**src/rtl/edge_event_ctrl.sv**
```systemverilog
// Per-channel edge detector feeding sticky pending/overflow bits, with a
// round-robin arbiter presenting unmasked pending channels on a valid/ready port.
module edge_event_ctrl #(
  parameter int DW   = 32,
  parameter int SYNC = 1,
  parameter int IDW  = 5
) (
  input  logic            clk,
  input  logic            reset,
  input  logic [DW-1:0]   in,
  input  logic [2*DW-1:0] mode,
  input  logic [DW-1:0]   mask,
  input  logic [DW-1:0]   clr,
  output logic            evt_valid,
  output logic [IDW-1:0]  evt_id,
  input  logic            evt_ready,
  output logic [DW-1:0]   pending,
  output logic [DW-1:0]   overflow,
  output logic            irq
);

  typedef enum logic [0:0] {
    ST_IDLE    = 1'b0,
    ST_PRESENT = 1'b1
  } state_t;

  state_t         state;
  logic [DW-1:0]  s1;
  logic [DW-1:0]  s1_next;
  logic [DW-1:0]  prev;
  logic           warm;
  logic           primed;
  logic [DW-1:0]  rise;
  logic [DW-1:0]  fall;
  logic [DW-1:0]  sel;
  logic [DW-1:0]  edge_hit;
  logic [DW-1:0]  accept_vec;
  logic [DW-1:0]  req;
  logic [DW-1:0]  pending_next;
  logic [DW-1:0]  overflow_next;
  logic [IDW-1:0] rr_ptr;
  logic [IDW-1:0] pick_id;
  logic           pick_found;

  generate
    if (SYNC != 0) begin : g_sync
      logic [DW-1:0] s0;
      // First synchronizer stage for asynchronous input lines.
      always_ff @(posedge clk or posedge reset) begin
        if (reset) begin
          s0 <= '0;
        end else begin
          s0 <= in;
        end
      end
      assign s1_next = s0;
    end else begin : g_direct
      assign s1_next = in;
    end
  endgenerate

  // Sample register and previous value. Until primed, prev shadows the value
  // entering s1 so that lines held high through reset do not look like edges.
  always_ff @(posedge clk or posedge reset) begin
    if (reset) begin
      s1     <= '0;
      prev   <= '0;
      warm   <= 1'b0;
      primed <= 1'b0;
    end else begin
      s1     <= s1_next;
      prev   <= primed ? s1 : s1_next;
      warm   <= 1'b1;
      primed <= (SYNC == 0) ? 1'b1 : warm;
    end
  end

  // Per-channel edge selection from the two-bit mode field.
  always_comb begin
    rise = s1 & ~prev;
    fall = ~s1 & prev;
    sel  = '0;
    for (int i = 0; i < DW; i++) begin
      case (mode[2*i +: 2])
        2'b01:   sel[i] = rise[i];
        2'b10:   sel[i] = fall[i];
        2'b11:   sel[i] = rise[i] | fall[i];
        default: sel[i] = 1'b0;
      endcase
    end
    edge_hit = sel & {DW{primed}};
  end

  // Next-state of pending and overflow: a fresh edge beats accept/clr, and a
  // same-cycle accept or clr keeps that edge from counting as an overflow.
  always_comb begin
    accept_vec = '0;
    for (int i = 0; i < DW; i++) begin
      accept_vec[i] = evt_valid & evt_ready & (evt_id == IDW'(i));
    end
    req           = pending & ~mask;
    pending_next  = edge_hit | (pending & ~(accept_vec | clr));
    overflow_next = (overflow | (edge_hit & pending & ~accept_vec)) & ~clr;
  end

  // Round-robin pick: channels at or above rr_ptr first, then wrap to the low ones.
  always_comb begin
    pick_found = 1'b0;
    pick_id    = '0;
    for (int i = 0; i < DW; i++) begin
      if (!pick_found && req[i] && (IDW'(i) >= rr_ptr)) begin
        pick_found = 1'b1;
        pick_id    = IDW'(i);
      end else begin
        pick_found = pick_found;
      end
    end
    for (int i = 0; i < DW; i++) begin
      if (!pick_found && req[i]) begin
        pick_found = 1'b1;
        pick_id    = IDW'(i);
      end else begin
        pick_found = pick_found;
      end
    end
  end

  // Sticky status registers.
  always_ff @(posedge clk or posedge reset) begin
    if (reset) begin
      pending  <= '0;
      overflow <= '0;
    end else begin
      pending  <= pending_next;
      overflow <= overflow_next;
    end
  end

  // Arbiter FSM: the presented id is held until accepted, never retracted.
  always_ff @(posedge clk or posedge reset) begin
    if (reset) begin
      state     <= ST_IDLE;
      evt_valid <= 1'b0;
      evt_id    <= '0;
      rr_ptr    <= '0;
    end else begin
      case (state)
        ST_IDLE: begin
          if (pick_found) begin
            evt_id    <= pick_id;
            evt_valid <= 1'b1;
            state     <= ST_PRESENT;
          end else begin
            evt_valid <= 1'b0;
          end
        end
        ST_PRESENT: begin
          if (evt_ready) begin
            evt_valid <= 1'b0;
            state     <= ST_IDLE;
            if (evt_id == IDW'(DW-1)) begin
              rr_ptr <= '0;
            end else begin
              rr_ptr <= evt_id + IDW'(1'b1);
            end
          end else begin
            evt_valid <= 1'b1;
          end
        end
        default: begin
          evt_valid <= 1'b0;
          state     <= ST_IDLE;
        end
      endcase
    end
  end

  assign irq = |req;

endmodule

```
**config.mk**
```make
export PLATFORM = sky130hd
export DESIGN_NAME = edge_event_ctrl
export DESIGN_NICKNAME = d
export VERILOG_FILES = /design/src/rtl/edge_event_ctrl.sv
export SDC_FILE = /design/constraint.sdc
export NUM_CORES = 1
export LEC_CHECK = 0
export ABC_CLOCK_PERIOD_IN_PS = 5800
export BUFFER_PORTS_ARGS = -buffer_cell sky130_fd_sc_hd__buf_2
export CORE_MARGIN = 2
export CORE_UTILIZATION = 54
export CTS_BUF_LIST = sky130_fd_sc_hd__clkbuf_16
export DETAILED_ROUTE_END_ITERATION = 8
export PLACE_DENSITY = 0.81
export SYNTH_ARGS = -nofsm -noshare
export SYNTH_HDL_FRONTEND = slang
export SYNTH_SLANG_ARGS = --single-unit
```
**constraint.sdc**
```tcl
create_clock -name clk -period 5.8 [get_ports clk]
set_input_delay 0.29 -clock clk [delete_from_list [all_inputs] [get_ports clk]]
set_output_delay 0.29 -clock clk [all_outputs]
set_load 0.01 [all_outputs]
```
==> results.toml, run 1 <==
[outcome]
status = "finished, final reports clean"

[routing]
m1WireLength_microns = 11000
drt_pass1_iterations = 5
routedWlPerCell_microns = 18.3
wl_met2_microns = 13800
via_per_inst = 5.73
routed-wl-met3_microns = 2230
vias = 8771
ant_nets = 0
highest_layer = "met5"
drt_iter0_drc = 755
drc = 0
routed_wl_microns = 28100

[cells_and_area]
syn2layout_area_growth_pct = 23.5
nFillCells = 1329
seqCellArea_sq_um = 4330
design.final.nets = 1526
drive_gt1_frac = 0.243
final_cell_area_sq_um = 11800
multi_input_area_sq_um = 4740

[critical_path]
worstSetupPathType = "reg2reg"
worstPathMaxFanout = 28
critical_path.slowest_cell = "dfrtp_1"
crit_arrival_ns = 3.92
endpoint_kind = "flip-flop"
required_ns = 6.15
r2r_start = "rr_ptr[4]"
critPathLaunchType = "flip-flop"
max_stage_delay_ns = 0.98
critPathLaunch = "rr_ptr[4]"
crit_path_cell_trace = "inv_2 -> o211ai_2 -> o211ai_1 -> a211oi_2 -> nand4_2 -> or4_1 -> nor4bb_1 -> a32oi_1"

[sta]
fin_crit_ns = 3.58
whs_ns = 0.00313
final-setup-viol-count = 0
rsz0062_at_grt = "no"
fin_setup_tns_ns = 0
timing.final.crit_share = 0.616
finalClockSkew_ns = 0.0134
tightest_slew_ns = 1.02
max_freq_mhz = 280
layout_setup_ws_ns = 2.22
max_slew_margin = 0.322
slew_viol_final = 0
hold_viol = 0

[power]
vdd_ir_drop_max_mv = 0.251
p_int_mw = 2.29
seqPwrFrac = 0.414
power_frac_clock = 0.302
power.density_nw_per_um2 = 314
p_comb_frac = 0.284
finalPower_mw = 3.71
switching_share = 0.382
p_leak_nw = 5.87
switchingPower_mw = 1.42

[place]
gp_congestion = 1.04
dp_worst_setup_slack_ns = 2.42
port_buffers = 233
placed_cell_area_sq_um = 10900
hpwlAfterDp_microns = 21000

[worst_hold_path]
hold_start = "clr[25]"
holdCritPathClass = "in2reg"

[job]
drv_cap = 0

[clock_network]
ctsResizeCount = 0
numCtsBuffers = 17
insertion_delay_ns = 0.44
holdBufCountCts = 34
clock_tree.root_cell = "clkbuf_16"
clkTransAtPathRegs_ns = 0.08
cts-htree-levels = 4
numClockSinks = 173
cts_tree = "done"
clock_path_buffers = 2
post_cts_buffers = 0

[floorplanning]
initial_utilization = 0.554
io_pins = 234
fp.dieH_microns = 137
rows = 48
die_width_microns = 137
dieArea_sq_um = 18800
core_area_sq_um = 17300

[logic_synthesis]
synth_seq_cells = 173
syn_nets = 1262
synth_edf_count = 0
seq_area_frac_synth = 0.452
synth_flop_cell = "dfrtp_1"
yosysUniqueCellTypes = 71
async_flop_share = 1.00
syn_inst = 1029
netlist_area_sq_um = 9580
postSynthAreaPerCell_sq_um = 9.31
synth_warnings = 0

[global_routing]
grt.overflow.total = 0
track_usage = 0.305
grt_pass1_wl_microns = 43900
grt_max_degree = 118
grt_pass1_vias = 8730
antenna_found_initial = 2
==> kinds of logic (layout without fill, tap and decap cells) <==
| kind of cell | after synthesis | count (layout) | synth area share |
|---|---|---|---|
| AND/OR/NAND/NOR | 393 | 393 | 0.195 |
| AO/OA/AOI/OAI | 200 | 200 | 0.135 |
| flip-flops | 173 | 173 | 0.452 |
| buffers and inverters | 126 | 403 | 0.0532 |
| adder cells (fa/ha/maj) | 70 | 70 | 0.0915 |
| multiplexers | 64 | 64 | 0.0711 |
| XOR/XNOR | 2 | 2 | 0.00183 |
| other | 1 | 2 | 0.000392 |
==> final timing paths <==
path / cells after the start / to / slack, ns
worst max-delay path: 8 / evt_id[1] / 2.22
worst min-delay path: 2 / overflow[25] / 0.003
worst max register to register: 8 / evt_id[1] / 2.22
worst min register to register: 0 / primed / 0.36
max in group asynchronous: 3 / primed / 4.34
min in group asynchronous: 2 / g_sync.s0[31] / 0.10
==> power groups by stage <==
stage	registers [mW]	logic, mW	clock network, mW
after detailed placement	1.55	1.01	0
after CTS	1.53	1.04	1.13
final	1.54	1.05	1.12
after floorplan	1.44	0.751	0
after global routing	1.55	1.16	1.18
after global placement	1.54	1.01	0
==> stage by stage <==
stage                      util  cells
final                     0.684   1532
after global routing      0.684   1532
after CTS                 0.684   1531
after detailed placement  0.631   1465
after global placement    0.631   1465
after floorplan               -   1029
==> area by class of cell <==
type,count,share of cell area
antenna,1,0.000212
timing repair buffer,268,0.128
tap,225,0.0238
clock buffer,17,0.0360
sequential,173,0.366
clock inverter,15,0.0121
multi-input combinational,730,0.401
inverter,103,0.0331
==> routing by layer <==
| layer | GRT usage | vias up |
|---|---|---|
| li1 | - | 4068 |
| met1 | 0.375 | 4200 |
| met2 | 0.510 | 415 |
| met3 | 0.0793 | 86 |
| met4 | 0.125 | 2 |
| met5 | 0 | - |
==> Yosys cell counts (all sizes together) (7+ instances only) <==
| cell | number | area share |
|---|---|---|
| a21oi | 13 | 0.0068 |
| a31oi | 8 | 0.0052 |
| a41oi | 21 | 0.019 |
| and3 | 7 | 0.0046 |
| buf | 15 | 0.0097 |
| clkbuf | 8 | 0.0031 |
| dfrtp | 173 | 0.45 |
| ha | 70 | 0.091 |
| inv | 103 | 0.040 |
| mux2 | 32 | 0.038 |
| mux2i | 32 | 0.033 |
| nand2 | 158 | 0.062 |
| nand2b | 22 | 0.014 |
| nand3 | 15 | 0.0078 |
| nand4 | 10 | 0.0072 |
| nor2 | 92 | 0.038 |
| nor2b | 32 | 0.021 |
| nor3 | 18 | 0.0094 |
| nor4 | 10 | 0.0072 |
| o211ai | 7 | 0.0065 |
| o21ai | 104 | 0.054 |
==> placed cells by master (no fill, tap or decap), drive strengths merged, types with 15 or more instances in the layout <==
| cell type | synthesis | final |
|---|---|---|
| a41oi | 21 | 21 |
| nor3 | 18 | 18 |
| nor2b | 32 | 32 |
| nand2 | 158 | 158 |
| ha | 70 | 70 |
| dfrtp | 173 | 173 |
| dlygate4sd3 | 0 | 34 |
| clkbuf | 8 | 17 |
| o21ai | 104 | 104 |
| nand3 | 15 | 15 |
| buf | 15 | 234 |
| inv | 103 | 113 |
| nand2b | 22 | 22 |
| mux2i | 32 | 32 |
| mux2 | 32 | 32 |
| nor2 | 92 | 92 |
==> worst max-delay path, delay by kind of cell (launching register included) <==
family / cells / cell delay [ns]
flip-flops: 1 / 0.98
buffers and inverters: 1 / 0.25
AND/OR/NAND/NOR: 3 / 1.14
AO/OA/AOI/OAI: 4 / 1.11
==> flip-flops by register name, summed over array words and instances (netlist names) <==
register / flops
g_sync.s0: 32
prev: 32
warm: 1
state: 1
primed: 1
pending: 32
s1: 32
evt_id: 5
overflow: 32
rr_ptr: 5
Power figures use the tool's default switching activity.
==> run 2: changes to the inputs <==
--- a/config.mk
+++ b/config.mk
@@ -5,7 +5,7 @@
 export SDC_FILE = /design/constraint.sdc
 export NUM_CORES = 1
 export LEC_CHECK = 0
-export ABC_CLOCK_PERIOD_IN_PS = 5800
+export ABC_CLOCK_PERIOD_IN_PS = 3290
 export BUFFER_PORTS_ARGS = -buffer_cell sky130_fd_sc_hd__buf_2
 export CORE_MARGIN = 2
 export CORE_UTILIZATION = 54
==> constraint.sdc (replaced) <==
create_clock -name clk -period 3.29 [get_ports clk]
set_input_delay 0.1645 -clock clk [delete_from_list [all_inputs] [get_ports clk]]
set_output_delay 0.1645 -clock clk [all_outputs]
set_load 0.01 [all_outputs]
==> run 2 against run 1 <==
Worst setup slack lost 1.9 ns. Non-clock buffer count is 53 higher. Hold slack improved by 0.079 ns. Clock skew increased by 0.0021 ns. First-iteration DRC count down 14%. Routed wire length rose by 4.9%. Combinational power grew 110%. Register-to-register slack worse by 1.9 ns. Final area is 4.6% higher. Critical endpoint is now irq.
==> results.toml, run 2 (synthesized netlist as in run 1, its figures left out) <==
[cells_and_area]
utilization = 0.715
syn2layout_area_growth_pct = 29.2
final_cell_area_sq_um = 12400
layout_commonest_cell = "buf_2"
fin_cells = 1587
nFillCells = 1242
layout_common_cells = "buf_2, dfrtp_1, nand2_1"
drive_gt1_frac = 0.251
design.final.nets = 1579

[critical_path]
critPathLaunchType = "flip-flop"
r2r-end = "evt_id[3]"
worstPathMaxFanout = 4
r2r_setup_slack_ns = 0.33
rr_worst_depth = 10
required_ns = 3.13
r2r_start = "rr_ptr[1]"
worstSetupPathType = "reg2out"
crit_arrival_ns = 2.80
endpoint_kind = "output pin"

[power]
vdd_ir_drop_max_mv = 0.424
p_leak_nw = 6.14
p_int_mw = 4.35
seqPwrFrac = 0.379
power.density_nw_per_um2 = 559
finalPower_mw = 6.92
power_frac_clock = 0.309
p_comb_frac = 0.312
switching_share = 0.371
switchingPower_mw = 2.57

[global_routing]
grt_max_degree = 109
track_usage = 0.317
antenna_found_initial = 4
grt.overflow.total = 0
grt_pass1_wl_microns = 45300
grt_pass1_vias = 9053

[clock_network]
clock_path_buffers = 2
numClockSinks = 173
post_cts_buffers = 0
clock_tree.root_cell = "clkbuf_16"
clkTransAtPathRegs_ns = 0.08
numCtsBuffers = 17
cts-htree-levels = 4
ctsResizeCount = 0
cts_tree = "done"
holdBufCountCts = 65
insertion_delay_ns = 0.44

[sta]
max_slew_margin = 0.312
rsz0062_at_grt = "no"
whs_ns = 0.0818
timing.final.crit_share = 0.900
final-setup-viol-count = 0
hold_viol = 0
slew_viol_final = 0
fin_crit_ns = 2.96
layout_setup_ws_ns = 0.329
tightest_slew_ns = 1.03
fin_setup_tns_ns = 0
finalClockSkew_ns = 0.0155
max_freq_mhz = 338

[place]
hpwlAfterDp_microns = 21800
placed_cell_area_sq_um = 11100
port_buffers = 233
gp_congestion = 1.00
dp_worst_setup_slack_ns = 0.440
dpl.cell_count = 1487

[routing]
via_per_inst = 5.71
drc = 0
ant_nets = 0
drt_iter0_drc = 651
vias = 9069
drt_pass1_iterations = 7
routedWlPerCell_microns = 18.6
routed_wl_microns = 29500

[floorplanning]
dieArea_sq_um = 18800
core_area_sq_um = 17300
die_width_microns = 137
fp.dieH_microns = 137
rows = 48
io_pins = 234
initial_utilization = 0.554

[worst_hold_path]
holdCritPathClass = "in2reg"
hold_start = "mode[52]"
min_to = "pending[26]"
whs_path_depth = 5

[job]
drv_cap = 0

[outcome]
status = "finished, final reports clean"
==> run 2: power by group through the flow <==
stage / registers (mW) / clock network (mW) / logic (mW)
finish: 2.62 / 2.14 / 2.16
global route: 2.64 / 2.25 / 2.34
CTS: 2.60 / 2.16 / 2.12
detailed placement: 2.64 / 0 / 2.04
global placement: 2.63 / 0 / 2.03
floorplan: 2.54 / 0 / 1.32
==> run 2: worst max path at each step <==
| stage | start | endpoint | slack (ns) |
|---|---|---|---|
| after global routing | rr_ptr[2] | evt_id[3] | 0.16 |
| final | pending[14] | irq | 0.33 |
| after floorplan | pending[13] | evt_id[0] | 0.80 |
| after detailed placement | rr_ptr[2] | evt_id[1] | 0.44 |
| after global placement | rr_ptr[2] | evt_id[1] | 0.48 |
| after CTS | pending[13] | irq | 0.36 |
==> run 2: final cells by class <==
type	instances	area, sq um	share of cell area
flip-flops and latches	173	4330	0.350
diodes	3	7.51	0.000607
inverters	103	390	0.0316
multi-input cells	730	4740	0.383
clock inverters	15	196	0.0159
repair buffers	321	2000	0.162
clock buffers	17	425	0.0344
well taps	225	282	0.0228
==> run 2: critical path, stage by stage (launching register included) <==
cell,delay (ns)
dfrtp_1,0.44
nor2b_1,0.20
or3_4,0.40
or3b_4,0.44
or4_1,0.67
buf_2,0.21
==> run 2: routing by layer <==
metal	global-route usage	routed length [microns]
met1	0.380	11300
met2	0.532	14700
met3	0.0756	2040
met4	0.160	1410
met5	0	13
